[src/rtl/temp_ctrl_pkg.sv]
// Shared types, widths and helpers for the temperature readout path.
package temp_ctrl_pkg;

    localparam int TEMP_W   = 8;
    localparam int BCD_W    = 4;
    localparam int BCD_ITER = 8;
    // Double-dabble working register: {tens, units, binary}
    localparam int DD_W     = 2 * BCD_W + TEMP_W;

    typedef enum logic [2:0] {
        IDLE      = 3'd0,
        WAIT_TICK = 3'd1,
        START     = 3'd2,
        WAIT_DONE = 3'd3,
        CONVERT   = 3'd4,
        LOAD      = 3'd5
    } state_e;

    // Saturate a reading to the displayable ceiling.
    function automatic logic [TEMP_W-1:0] clamp_temp(input logic [TEMP_W-1:0] v,
                                                     input logic [TEMP_W-1:0] lim);
        return (v > lim) ? lim : v;
    endfunction

    // One double-dabble iteration: add 3 to any digit >= 5, then shift left.
    function automatic logic [DD_W-1:0] dabble_step(input logic [DD_W-1:0] s);
        logic [DD_W-1:0] a;
        a = s;
        if (a[DD_W-1 -: BCD_W] >= 4'd5) begin
            a[DD_W-1 -: BCD_W] = a[DD_W-1 -: BCD_W] + 4'd3;
        end else begin
            a[DD_W-1 -: BCD_W] = a[DD_W-1 -: BCD_W];
        end
        if (a[TEMP_W +: BCD_W] >= 4'd5) begin
            a[TEMP_W +: BCD_W] = a[TEMP_W +: BCD_W] + 4'd3;
        end else begin
            a[TEMP_W +: BCD_W] = a[TEMP_W +: BCD_W];
        end
        return {a[DD_W-2:0], 1'b0};
    endfunction

endpackage

[src/rtl/temp_display_ctrl_bin2bcd_seq.sv]
// Iterative 8-bit to two-digit BCD converter. The first iteration runs on the
// start edge, so the result and done pulse appear exactly BCD_ITER clocks
// after start. Inputs must already be limited to 0..99.
module bin2bcd_seq
    import temp_ctrl_pkg::*;
(
    input  logic              clk,
    input  logic              rst_n,
    input  logic              start_i,
    input  logic [TEMP_W-1:0] bin_i,
    output logic              done_o,
    output logic [BCD_W-1:0]  tens_o,
    output logic [BCD_W-1:0]  units_o
);

    localparam int IT_W = $clog2(BCD_ITER + 1);

    logic [DD_W-1:0] sreg_q;
    logic [DD_W-1:0] sreg_d;
    logic [DD_W-1:0] step_in_s;
    logic [IT_W-1:0] iter_q;
    logic            active_q;
    logic            done_q;

    // Select the fresh operand on start, otherwise continue the running shift.
    always_comb begin
        step_in_s = start_i ? {{(2*BCD_W){1'b0}}, bin_i} : sreg_q;
        sreg_d    = dabble_step(step_in_s);
    end

    // Iteration counter, shift register and done pulse.
    always_ff @(posedge clk or negedge rst_n) begin
        if (!rst_n) begin
            sreg_q   <= '0;
            iter_q   <= '0;
            active_q <= 1'b0;
            done_q   <= 1'b0;
        end else if (start_i) begin
            sreg_q   <= sreg_d;
            iter_q   <= IT_W'(1);
            active_q <= 1'b1;
            done_q   <= 1'b0;
        end else if (active_q) begin
            sreg_q <= sreg_d;
            iter_q <= iter_q + IT_W'(1);
            if (iter_q == IT_W'(BCD_ITER - 1)) begin
                active_q <= 1'b0;
                done_q   <= 1'b1;
            end else begin
                active_q <= 1'b1;
                done_q   <= 1'b0;
            end
        end else begin
            done_q <= 1'b0;
        end
    end

    assign done_o  = done_q;
    assign tens_o  = sreg_q[DD_W-1 -: BCD_W];
    assign units_o = sreg_q[TEMP_W +: BCD_W];

endmodule

[src/rtl/temp_display_ctrl.sv]
// Periodic sensor sampling sequencer feeding the 7-segment display driver:
// trigger conversion, wait with timeout, clamp, convert to BCD, pulse load.
module temp_display_ctrl
    import temp_ctrl_pkg::*;
#(
    parameter int SAMPLE_DIV = 1000,
    parameter int TIMEOUT    = 255,
    parameter int TEMP_MAX   = 99
) (
    input  logic              clk,
    input  logic              rst_n,
    input  logic              enable,
    output logic              conv_start,
    input  logic              conv_done,
    input  logic [TEMP_W-1:0] conv_data,
    output logic [TEMP_W-1:0] temp_out,
    output logic [BCD_W-1:0]  bcd_tens,
    output logic [BCD_W-1:0]  bcd_units,
    output logic              load,
    output logic              over_range,
    output logic              timeout_err,
    output logic              busy
);

    localparam int DIV_W = $clog2(SAMPLE_DIV);
    localparam int TMO_W = $clog2(TIMEOUT + 1);
    localparam logic [DIV_W-1:0]  DIV_RELOAD = DIV_W'(SAMPLE_DIV - 1);
    localparam logic [TMO_W-1:0]  TMO_LOAD   = TMO_W'(TIMEOUT);
    localparam logic [TEMP_W-1:0] TEMP_LIM   = TEMP_W'(TEMP_MAX);

    state_e             state_q, state_d;
    logic [DIV_W-1:0]   div_q;
    logic [TMO_W-1:0]   tmo_q;
    logic               tick_s;
    logic               done_hit_s;
    logic               expire_s;
    logic [TEMP_W-1:0]  clamped_s;
    logic               cap_ovr_q;
    logic [TEMP_W-1:0]  cap_temp_q;
    logic               b2b_done_s;
    logic [BCD_W-1:0]   b2b_tens_s;
    logic [BCD_W-1:0]   b2b_units_s;
    logic               conv_start_d, load_d, busy_d;
    logic               conv_start_q, load_q, busy_q;
    logic [TEMP_W-1:0]  temp_out_q;
    logic [BCD_W-1:0]   tens_q, units_q;
    logic               over_range_q, timeout_err_q;

    assign tick_s     = enable && (div_q == '0);
    assign done_hit_s = (state_q == WAIT_DONE) && conv_done;
    // conv_done takes priority over expiry in the same cycle
    assign expire_s   = (state_q == WAIT_DONE) && !conv_done && (tmo_q == TMO_W'(1));
    assign clamped_s  = clamp_temp(conv_data, TEMP_LIM);

    bin2bcd_seq u_bin2bcd (
        .clk     (clk),
        .rst_n   (rst_n),
        .start_i (done_hit_s),
        .bin_i   (clamped_s),
        .done_o  (b2b_done_s),
        .tens_o  (b2b_tens_s),
        .units_o (b2b_units_s)
    );

    // Sample period divider: counts only while enabled, tick reloads it.
    always_ff @(posedge clk or negedge rst_n) begin
        if (!rst_n) begin
            div_q <= '0;
        end else if (!enable || (div_q == '0)) begin
            div_q <= DIV_RELOAD;
        end else begin
            div_q <= div_q - DIV_W'(1);
        end
    end

    // FSM state register.
    always_ff @(posedge clk or negedge rst_n) begin
        if (!rst_n) begin
            state_q <= IDLE;
        end else begin
            state_q <= state_d;
        end
    end

    // FSM next-state logic; ticks outside WAIT_TICK are simply dropped.
    always_comb begin
        state_d = state_q;
        case (state_q)
            IDLE:      state_d = enable ? WAIT_TICK : IDLE;
            WAIT_TICK: begin
                if (!enable) begin
                    state_d = IDLE;
                end else if (tick_s) begin
                    state_d = START;
                end else begin
                    state_d = WAIT_TICK;
                end
            end
            START:     state_d = WAIT_DONE;
            WAIT_DONE: begin
                if (conv_done) begin
                    state_d = CONVERT;
                end else if (expire_s) begin
                    state_d = WAIT_TICK;
                end else begin
                    state_d = WAIT_DONE;
                end
            end
            CONVERT:   state_d = b2b_done_s ? LOAD : CONVERT;
            LOAD:      state_d = enable ? WAIT_TICK : IDLE;
            default:   state_d = IDLE;
        endcase
    end

    // FSM output decode from the next state so the registered pulses align with the state.
    always_comb begin
        conv_start_d = (state_d == START);
        load_d       = (state_d == LOAD);
        busy_d       = (state_d == START) || (state_d == WAIT_DONE) ||
                       (state_d == CONVERT) || (state_d == LOAD);
    end

    // Registered control outputs.
    always_ff @(posedge clk or negedge rst_n) begin
        if (!rst_n) begin
            conv_start_q <= 1'b0;
            load_q       <= 1'b0;
            busy_q       <= 1'b0;
        end else begin
            conv_start_q <= conv_start_d;
            load_q       <= load_d;
            busy_q       <= busy_d;
        end
    end

    // Timeout counter: loaded leaving START, counts down through WAIT_DONE.
    always_ff @(posedge clk or negedge rst_n) begin
        if (!rst_n) begin
            tmo_q <= '0;
        end else if (state_q == START) begin
            tmo_q <= TMO_LOAD;
        end else if (state_q == WAIT_DONE) begin
            tmo_q <= tmo_q - TMO_W'(1);
        end else begin
            tmo_q <= tmo_q;
        end
    end

    // Capture the clamped sample and its pending over-range flag.
    always_ff @(posedge clk or negedge rst_n) begin
        if (!rst_n) begin
            cap_temp_q <= '0;
            cap_ovr_q  <= 1'b0;
        end else if (done_hit_s) begin
            cap_temp_q <= clamped_s;
            cap_ovr_q  <= (conv_data > TEMP_LIM);
        end else begin
            cap_temp_q <= cap_temp_q;
            cap_ovr_q  <= cap_ovr_q;
        end
    end

    // Display outputs change only on entry to LOAD.
    always_ff @(posedge clk or negedge rst_n) begin
        if (!rst_n) begin
            temp_out_q   <= '0;
            tens_q       <= '0;
            units_q      <= '0;
            over_range_q <= 1'b0;
        end else if ((state_q == CONVERT) && b2b_done_s) begin
            temp_out_q   <= cap_temp_q;
            tens_q       <= b2b_tens_s;
            units_q      <= b2b_units_s;
            over_range_q <= cap_ovr_q;
        end else begin
            temp_out_q   <= temp_out_q;
            tens_q       <= tens_q;
            units_q      <= units_q;
            over_range_q <= over_range_q;
        end
    end

    // Sticky timeout flag, cleared as the next reading is loaded.
    always_ff @(posedge clk or negedge rst_n) begin
        if (!rst_n) begin
            timeout_err_q <= 1'b0;
        end else if (expire_s) begin
            timeout_err_q <= 1'b1;
        end else if (state_d == LOAD) begin
            timeout_err_q <= 1'b0;
        end else begin
            timeout_err_q <= timeout_err_q;
        end
    end

    assign conv_start  = conv_start_q;
    assign load        = load_q;
    assign busy        = busy_q;
    assign temp_out    = temp_out_q;
    assign bcd_tens    = tens_q;
    assign bcd_units   = units_q;
    assign over_range  = over_range_q;
    assign timeout_err = timeout_err_q;

endmodule

[config.mk]
export PLATFORM = sky130hd
export DESIGN_NAME = temp_display_ctrl
export DESIGN_NICKNAME = d
export VERILOG_FILES = /design/src/rtl/temp_ctrl_pkg.sv /design/src/rtl/temp_display_ctrl_bin2bcd_seq.sv /design/src/rtl/temp_display_ctrl.sv
export SDC_FILE = /design/constraint.sdc
export NUM_CORES = 1
export LEC_CHECK = 0
export BUFFER_PORTS_ARGS = -buffer_cell sky130_fd_sc_hd__buf_2
export CORE_ASPECT_RATIO = 1.1
export CORE_MARGIN = 4
export CORE_UTILIZATION = 58
export CTS_CLUSTER_DIAMETER = 80
export DETAILED_ROUTE_END_ITERATION = 6
export HOLD_SLACK_MARGIN = 0.12
export MAX_ROUTING_LAYER = met4
export PLACE_DENSITY_LB_ADDON = 0.05
export SLEW_MARGIN = 20
export SYNTH_ARGS = -nofsm -noshare
export SYNTH_HDL_FRONTEND = slang
export SYNTH_SLANG_ARGS = --single-unit
[constraint.sdc]
create_clock -name clk -period 3.23 [get_ports clk]
set_input_delay 0.646 -clock clk [delete_from_list [all_inputs] [get_ports clk]]
set_output_delay 0.646 -clock clk [all_outputs]
set_load 0.02 [all_outputs]
---- Word-level counts from Yosys, hierarchy flattened ----
Index checks and enable logic that the tools add are counted.
Widths: inputs -> output; s select.
storage, ports and cells
  input port bits ......................... 12
  register bits ........................... 73
  output and inout bits ................... 21
operators by class
  reductions and logical operators ........ 17
  multiplexer cells ....................... 26
  $lt $le $gt $ge ......................... 3
  add/subtract/negate cells ............... 5
  equal/unequal tests ..................... 11
operator list
  kind                   number
  $mux 16                3
  $mux 8                 3
  $pmux 3 s5             1
  $eq 3x2->1 const B     4
  $eq 3x3->1 const B     4
  $mux 4                 3
  $logic_not 10->1       1
  $mux 1                 10
  $mux 10                1
  $sub 10x1->10 const B  1
  $eq 8x1->1 const B     1
  $ge 4x3->1 const B     2
  $gt 8x7->1 const B     1
  $sub 8x1->8 const B    1
  $mux 2                 3
  $mux 3                 2
  $reduce_bool 2->1      3
  $logic_and 1x1->1      5
  $add 4x1->4 const B    1
  $add 4x2->4 const B    1
  $eq 4x3->1 const B     1
  $logic_or 1x1->1       4
  $add 3x2->3 const B    1
  $eq 3x1->1 const B     1
  other kinds (3)        4

---- Depth between registers and ports, before layout ----
Gate-level depths: netlist of the first run.
  word-level depth ........................ 10
  mapped depth ............................ 10
  gate-level depth less buffers ........... 8

---- By module ----
Synthesis of the first run repeated with hierarchy kept, for this count alone.
unflattened totals
  cells, all modules ...................... 319
  area total of the unflattened synthesis .. 3,517.1 µm²
by module, submodules not included
  module             sequential area each (µm²)  area each (µm²)  times used  cells each
  temp_display_ctrl  1,276.2                     2,308.5          1           195
  bin2bcd_seq        525.5                       1,208.7          1           124

---- Worst setup path after synthesis of the first run ----
OpenSTA, ideal clock, no wires.
  path kind ............................... input -> register
  start point ............................. input conv_done
  end point ............................... register u_bin2bcd.sreg_q[9]
  data required time ...................... 3.161 ns
  data arrival time ....................... 2.312 ns
  setup slack ............................. 0.849 ns
  stages .................................. 8
  buffers on the path ..................... 1
  path through ............................ nand4b_1 clkbuf_1 nand2_1 ha_1 nand2b_1 a21oi_1 or4b_2 nand3_1
between the ends
  cells in the longest elaborated chain, start to end .. 6
  elaborated cells between the ends (all ways) .. 8
  classes of those cells .................. add/sub: 1; order compare: 1; mux: 4; reduce/logical: 2
ends and longest elaborated chain
  item                                              line                                      RTL
  start, declared                                   temp_display_ctrl.sv:14                   input logic conv_done,
  $logic_and 1x1->1 *                               temp_display_ctrl.sv:50                   assign done_hit_s = (state_q == WAIT_DONE) && conv_done;
  $mux 16                                           temp_display_ctrl_bin2bcd_seq.sv:27       step_in_s = start_i ? {{(2*BCD_W){1'b0}}, bin_i} : sreg_q;
  $add 4x2->4 / $ge 4x3->1 (equally long branches)  temp_ctrl_pkg.sv:35, temp_ctrl_pkg.sv:34
  $mux 4                                            temp_ctrl_pkg.sv:34                       if (a[TEMP_W +: BCD_W] >= 4'd5) begin
  $mux 16                                           temp_display_ctrl_bin2bcd_seq.sv:43       end else if (active_q) begin
  $mux 16                                           temp_display_ctrl_bin2bcd_seq.sv:38       end else if (start_i) begin
  end signal, assigned                              temp_display_ctrl_bin2bcd_seq.sv:39       sreg_q <= sreg_d;
  end signal, assigned                              temp_display_ctrl_bin2bcd_seq.sv:44       sreg_q <= sreg_d;
  end, declared                                     temp_display_ctrl_bin2bcd_seq.sv:18       logic [DD_W-1:0] sreg_q;
Mark *: on every way between the ends. The rest lies on a longest branch, timed or not. The select of a mux whose other input is x is not followed.
A chain may end at the register's enable or synchronous reset.

---- Final worst setup path of the first run ----
  start point ............................. register state_q[0]
  end point ............................... register u_bin2bcd.sreg_q[9]
between the ends
  cells in the longest elaborated chain, start to end .. 7
  elaborated cells between the ends (all ways) .. 9
  classes of those cells .................. add/sub: 1; order compare: 1; eq/ne: 1; mux: 4; reduce/logical: 2
ends and longest elaborated chain
  item                                              line                                      RTL
  start, declared                                   temp_display_ctrl.sv:31                   state_e state_q, state_d;
  start signal, assigned                            temp_display_ctrl.sv:81                   state_q <= state_d;
  $eq 3x2->1 *                                      temp_display_ctrl.sv:50
  $logic_and 1x1->1 *                               temp_display_ctrl.sv:50
  $mux 16                                           temp_display_ctrl_bin2bcd_seq.sv:27
  $add 4x2->4 / $ge 4x3->1 (equally long branches)  temp_ctrl_pkg.sv:35, temp_ctrl_pkg.sv:34
  $mux 4                                            temp_ctrl_pkg.sv:34
  $mux 16                                           temp_display_ctrl_bin2bcd_seq.sv:43
  $mux 16                                           temp_display_ctrl_bin2bcd_seq.sv:38
Marks and branches as above.

==> out/results.tsv, run 1 <==
stage	metric	value	unit
run_status	status	completed	
worst_setup_path	flop2flop setup slack	840	ps
worst_hold_path	Hold WC Path Type	input pin to async pin	
worst_setup_path	Setup CP Type	flop to flop	
worst_setup_path	Crit-path slowest cell	or4b_2	
layout	Area Overhead vs Synth	13.4	%
sta	Max Fclk	419	MHz
grt	GRT Overall Usage	19.8	%
sta	Total Neg Setup Slack	0	ps
layout	FF+latch area	1800	um^2
grt	number of antenna violations at the first check in global routing	0	
routing	Total Wirelength	5690	um
routing	DRT Pass-1 Iters	4	
routing	wire per inst	14.0	um
sta	Worst-Margin Slew	705	ps
die	core area	5400	um^2
routing	Via density	5.42	
die	Rows	28	
logic_synthesis	top cell type's share of synthesized area	55.8	%
placed_design	post-DP HPWL	3980	um
layout	Diodes inserted	0	
flow_run	Max Cap Viol	0	
die	Initial Util	59.8	%
grt	vias in the first global route	2214	
worst_setup_path	CP Capture Type	flop	
logic_synthesis	register area share after synthesis	55.8	%
pwr	P_leak	0.00181	uW
worst_setup_path	Worst path max stage delay	620	ps
worst_setup_path	Critical Path Source Type	flop	
logic_synthesis	Post-Syn Area per Cell	11.1	um^2
logic_synthesis	Syn Inst Count	292	
placed_design	DP Cell Count	390	
layout	post-route insts no fill	406	
logic_synthesis	number of synthesized register bits	72	
cts	clock buffer count from CTS	9	
grt	GRT Residual Overflow	0	
cts	Clk pin slew, worst setup/hold paths	70	ps
pwr	Tot Pwr	1670	uW
grt	largest net degree at the start of global routing	28	
logic_synthesis	count leader, synth	dfrtp_1	
pwr	Peak VDD IR	0.000357	V
layout	Fill cells	434	
die	die area	6820	um^2
cts	Gates resized, CTS repair	0	
routing	DRC	0	
logic_synthesis	syn_nets	312	
cts	Max Root-Sink Buffers	2	
cts	CTS tree	done	
routing	Routed Antenna Nets	0	
sta	Pins Over Slew Limit	0	
die	I/O pin total	33	
worst_setup_path	Critical Path RT	3510	ps
die	die span in x	79.1	um
cts	hold buffer count at cts	0	
cts	CTS HTree Levels	3	
logic_synthesis	Cell Area, Synth	3230	um^2
cts	number of post-CTS setup repair buffers	0	
logic_synthesis	Area contributors post-synth	dfrtp_1, mux2_2, nand2_1, ha_1, mux2i_1	
worst_setup_path	CP cell instances	nand4b_1 -> buf_4 -> nand2_1 -> ha_1 -> nand2b_1 -> a21oi_1 -> or4b_2 -> nand3_1	
routing	Iter 0 DRT Violations	76	
layout	Finished Core Util	67.9	%
sta	Final min period	2390	ps
worst_setup_path	worst r2r dst	u_bin2bcd.sreg_q[9]$_DFFE_PN0P_	
logic_synthesis	Yosys warnings	0	
logic_synthesis	Top FF cell, synth	dfrtp_1	
die	Die H	86.2	um
layout	area of the multi-input gates	1330	um^2
worst_setup_path	worst reg2reg path depth	8	
cts	Clk Latency, worst-skew pair	340	ps
sta	Setup violations, final	0	
pwr	PD cells	456	nW/um^2
placed_design	Port Buffers	32	
worst_setup_path	critical path arrival	2670	ps
layout	final net count	346	
sta	Final period util	73.9	%
cts	root buffer cell	clkbuf_8	
layout	share of cells above drive strength 1	23.9	%
logic_synthesis	cell accounting for the most synthesized area	dfrtp_1	
sta	Setup Skew	10.8	ps
grt	first-pass GRT wire length	10100	um
worst_setup_path	delay-heaviest family, CP	simple AND/OR/NAND/NOR gates	
logic_synthesis	ys async rst share	100	%
worst_setup_path	Buf+Inv Stages, Crit Path	1	
worst_setup_path	Worst Path Max Fanout	26	
routing	via count	2201	
placed_design	GPL Wtd Cong	0.807	
logic_synthesis	Distinct cells, synth	46	
placed_design	Placed Instance Area	3460	um^2
sta	RSZ-0062 raised after global routing	false	
layout	Finished Cell Area	3660	um^2
sta	final hold vios	0	
worst_setup_path	worst r2r src	state_q[0]$_DFF_PN0_	
cts	CTS sink cnt	72	
logic_synthesis	EDFF count, synth	0	
sta	Slew HR	53.0	%
logic_synthesis	Post-synth top cells	dfrtp_1, nand2_1, o21ai_0, mux2_2, nor2_1	
==> power breakdown <==
part	internal (uW)	switching, uW	leakage (uW)
registers	906	11.1	0.000951
clock network	397	309	0.000103
logic	14.9	29.9	0.000759
==> through the flow <==
stage               hold slack (ps)  setup slack, ps
floorplan                       350              849
global placement                463              803
detailed placement              461              757
CTS                             255              855
global route                    279              648
finish                          254              844
==> registers in the layout, summed over array words and instances, names as in the netlist, 3 cells and up <==
name,count
cap_temp_q,8
temp_out,8
state_q,3
bcd_tens,4
bcd_units,4
tmo_q,8
u_bin2bcd.iter_q,4
u_bin2bcd.sreg_q,15
div_q,10
==> routing by layer <==
metal | part of all wire, % | track usage [%] | vias up
met5 | 0 | - | -
met4 | 2.2 | 9.38 | 0
met3 | 3.5 | 4.89 | 10
met2 | 49 | 31.5 | 33
met1 | 46 | 23.8 | 1064
li1 | - | - | 1094
==> placed cells by master, fill, tap and decap left out, drive strengths merged, types with 10 or more instances in the layout <==
master  count
o21ai      19
inv        10
clkbuf     13
mux2       17
dfrtp      72
buf        37
nor2       18
nand2      32
mux2i      10
a21oi      14
==> area by class of cell <==
type	count	area share, %
multi-input cells	196	36.4
repair buffers	37	5.40
well taps	75	2.56
clock buffers	13	4.34
inverters	10	1.03
flip-flops and latches	72	49.2
clock inverters	3	1.09
==> worst register-to-register path, delay by kind of cell (launching register included) <==
kind / cells / cell delay [ps]
simple gates: 5 / 1140
flops: 1 / 560
buf+inv: 1 / 290
fa+ha+maj: 1 / 230
compound gates: 1 / 110
==> how the worst max path moves through the flow <==
stage	startpoint	endpoint	slack [ps]	cells past startpoint
after floorplan	conv_done	u_bin2bcd.sreg_q[9]$_DFFE_PN0P_	850	8
after global placement	conv_done	u_bin2bcd.sreg_q[9]$_DFFE_PN0P_	800	9
after detailed placement	conv_done	u_bin2bcd.sreg_q[9]$_DFFE_PN0P_	760	9
after CTS	state_q[0]$_DFF_PN0_	u_bin2bcd.sreg_q[9]$_DFFE_PN0P_	850	8
after global routing	state_q[0]$_DFF_PN0_	u_bin2bcd.sreg_q[9]$_DFFE_PN0P_	650	8
final	state_q[0]$_DFF_PN0_	u_bin2bcd.sreg_q[9]$_DFFE_PN0P_	840	8
==> cell families (layout without fill, tap and decap cells) <==
family	after synthesis	after routing	share of synthesized area [%]
AOI/OAI and AO/OA	50	50	9.23
muxes	27	27	9.03
and+or+nand+nor	101	101	17.2
adders and majority gates	8	8	3.10
xor gates and xnor gates	10	10	2.71
buffers and inverters	24	63	2.95
DFF	72	72	55.8
Power figures use the tool's default switching activity.
==> run 2, diff against run 1 <==
--- a/config.mk
+++ b/config.mk
@@ -8,7 +8,7 @@
 export BUFFER_PORTS_ARGS = -buffer_cell sky130_fd_sc_hd__buf_2
 export CORE_ASPECT_RATIO = 1.1
 export CORE_MARGIN = 4
-export CORE_UTILIZATION = 58
+export CORE_UTILIZATION = 52
 export CTS_CLUSTER_DIAMETER = 80
 export DETAILED_ROUTE_END_ITERATION = 6
 export HOLD_SLACK_MARGIN = 0.12
==> constraint.sdc (replaced) <==
create_clock -name clk -period 1.9 [get_ports clk]
set_input_delay 0.38 -clock clk [delete_from_list [all_inputs] [get_ports clk]]
set_output_delay 0.38 -clock clk [all_outputs]
set_load 0.02 [all_outputs]
==> run 2 against run 1 <==
Register-to-register slack got worse by 780 ps. Critical path depth shrank 4. Cell count increased by 4.2%. Clock power up 47%. Die area rose by 10%. Clock-buffer cell count decreased by 1. Utilization is 2.0 points lower. Highest routed layer unchanged.
==> out/results.tsv, run 2 (same netlist as run 1, synthesis figures left out) <==
stage	metric	value	unit	change
run_status	status	completed		
flow_run	Max Cap Viol	0		unchanged
grt	met1 GRT Util	22.6	%	-1.2 points
worst_setup_path	CP Capture Type	flop		
sta	Final min period	1830	ps	-553 ps
die	core area	5910	um^2	+9.6%
worst_hold_path	Hold Path End	cap_temp_q[3]$_DFFE_PN0P_		
routing	DRC	0		unchanged
cts	root buffer cell	clkbuf_8		
grt	GRT Overall Usage	18.3	%	-1.5 points
worst_setup_path	Critical Path Source Type	flop		
worst_setup_path	critical path arrival	2110	ps	-560 ps
placed_design	Port Buffers	32		unchanged
worst_setup_path	worst reg2reg path depth	4		-4
layout	Area Overhead vs Synth	20.7	%	
cts	Clk Latency, worst-skew pair	340	ps	about the same
layout	post-route insts no fill	423		+4.2%
cts	CTS sink cnt	72		unchanged
worst_hold_path	Hold WC Path Type	input pin to flop		
placed_design	DP Worst Slack	-29.8	ps	-786 ps
cts	Clk pin slew, worst setup/hold paths	70	ps	about the same
die	die area	7530	um^2	+10%
sta	Pins Over Slew Limit	0		unchanged
layout	area of the multi-input gates	1440	um^2	+7.9%
pwr	Clock power frac	38.5	%	-3.8 points
worst_hold_path	WHS Path Cells	3		
worst_hold_path	Hold Startpoint	conv_data[3]		
worst_setup_path	Critical Path RT	2180	ps	-1330 ps
grt	GR peak layer	met2		
worst_setup_path	worst r2r dst	div_q[0]$_DFF_PN0_		
sta	Slew HR	63.2	%	+10 points
routing	Routed Antenna Nets	0		unchanged
pwr	Internal	2100	uW	+59%
layout	FF+latch area	1800	um^2	unchanged
sta	Setup Skew	7.19	ps	-3.61 ps
die	Die H	90.6	um	+5.1%
layout	number of flip-flops in the largest register	15		unchanged
layout	Diodes inserted	0		unchanged
grt	GR Layer Usage met2	28.7	%	-2.8 points
worst_setup_path	Setup CP Type	flop to flop		
sta	Final period util	96.4	%	+23 points
pwr	Peak VDD IR	0.000430	V	+20%
sta	Worst-Margin Slew	552	ps	-153 ps
grt	largest net degree at the start of global routing	34		+21%
pwr	combinational share of power	3.9	%	+1.2 points
placed_design	GPL Wtd Cong	0.724		-10%
pwr	switch share	21.9	%	+0.90 points
layout	most common cell after layout, fill and taps aside	dfrtp_1		
die	Initial Util	54.6	%	-5.3 points
worst_setup_path	Worst Path Max Fanout	6		-77%
layout	final net count	364		+5.2%
sta	Setup violations, final	0		unchanged
pwr	PD cells	690	nW/um^2	+52%
pwr	sequential fraction of design power	57.5	%	+2.5 points
die	Rows	29		+3.6%
cts	Max Root-Sink Buffers	2		unchanged
grt	vias in the first global route	2363		+6.7%
die	die span in x	83.1	um	+5.0%
grt	first-pass GRT wire length	10900	um	+6.9%
routing	Total Wirelength	6260	um	+10%
worst_setup_path	worst r2r src	div_q[5]$_DFF_PN0_		
pwr	P_leak	0.00190	uW	+4.8%
routing	Iter 0 DRT Violations	52		-32%
cts	CTS HTree Levels	3		unchanged
placed_design	DP Cell Count	408		+4.6%
routing	wire per inst	14.8	um	+5.6%
pwr	NetSw	589	uW	+68%
grt	GRT Residual Overflow	0		unchanged
layout	biggest regs	u_bin2bcd.sreg_q: 15 flops, div_q: 10 flops		
cts	clock buffer count from CTS	9		unchanged
layout	Top reg by flops	u_bin2bcd.sreg_q		
layout	commonest cells after routing, fill and taps aside	dfrtp_1, buf_2, nand2_1, o21ai_0, buf_4		
layout	Fill cells	453		+4.4%
sta	Hold Slack	269	ps	+15.0 ps
routing	DRT Pass-1 Iters	4		unchanged
die	I/O pin total	33		unchanged
sta	Max Fclk	546	MHz	+30%
grt	number of antenna violations at the first check in global routing	0		unchanged
placed_design	post-DP HPWL	4340	um	+9.0%
routing	Via density	5.46		+0.78%
grt	met3 Usage GRT	3.65	%	-1.2 points
layout	share of cells above drive strength 1	32.7	%	+8.8 points
sta	final hold vios	0		unchanged
sta	final setup margin	67.5	ps	-777 ps
routing	via count	2311		+5.0%
sta	RSZ-0062 raised after global routing	false		
cts	CTS tree	done		
worst_setup_path	flop2flop setup slack	70	ps	-780 ps
[run 2: cell types whose count changed in the layout (fill, tap and decap cells not counted), moves of 3 or more]
cell,previous run,this run
or4b_4,0,3
or4b_2,3,0
ha_1,8,2
buf_4,5,19
nand2_1,32,28
ha_2,0,6
[run 2: worst max-delay path by stage]
stage                                    start  cells after the start                               end  slack, ps
after floorplan           state_q[2]$_DFF_PN0_                      8   u_bin2bcd.sreg_q[9]$_DFFE_PN0P_        -90
after global placement               conv_done                     10   u_bin2bcd.sreg_q[9]$_DFFE_PN0P_          4
after detailed placement             conv_done                     10  u_bin2bcd.sreg_q[13]$_DFFE_PN0P_        -30
after CTS                 tmo_q[1]$_DFFE_PN0P_                      6              tmo_q[6]$_DFFE_PN0P_         40
after global routing        div_q[5]$_DFF_PN0_                      4                    busy$_DFF_PN0_          3
final                       div_q[5]$_DFF_PN0_                      4                div_q[0]$_DFF_PN0_         70
[run 2: what timing repair did]
action,CTS,global route
hold buffers,1,0
resized for setup,0,5
setup endpoints to repair,0,10
setup buffers,0,1
hold endpoints to repair,20,0
[run 2: layout make-up]
class | instances | area share (%)
Clock buffer | 12 | 3.98
Inverter | 10 | 0.963
Clock inverter | 1 | 0.128
Timing Repair Buffer | 55 | 9.34
Tap cell | 77 | 2.47
Sequential cell | 72 | 46.2
Multi-Input combinational cell | 196 | 36.9
[run 2: critical path: stages (launching register included)]
cell     delay, ps
dfrtp_1        430
or4_4          570
or4_4          530
and2_4         180
nand2_1         60
[run 2: routing by layer]
layer	part of all wire (%)	routed length, um
met3	3.2	199
met4	1.8	115
met1	46	2850
met2	49	3090
met5	0	0
[run 2: stage by stage]
step / instance area [um^2] / util [%] / setup TNS, ps / total power [uW]
floorplan: 3360 / - / -254 / 1620
detailed placement: 3700 / 62.5 / -66.0 / 1680
global placement: 3700 / 62.5 / 0 / 1680
global route: 3900 / 65.9 / 0 / 2800
finish: 3900 / 65.9 / 0 / 2690
CTS: 3870 / 65.4 / 0 / 2710
[run 2: power by group through the flow]
| stage | logic [uW] | clock network (uW) | registers, uW |
|---|---|---|---|
| after CTS | 109 | 1060 | 1550 |
| after global routing | 122 | 1130 | 1550 |
| final | 106 | 1040 | 1550 |
| after detailed placement | 107 | 0 | 1580 |
| after floorplan | 43.6 | 0 | 1580 |
| after global placement | 106 | 0 | 1580 |
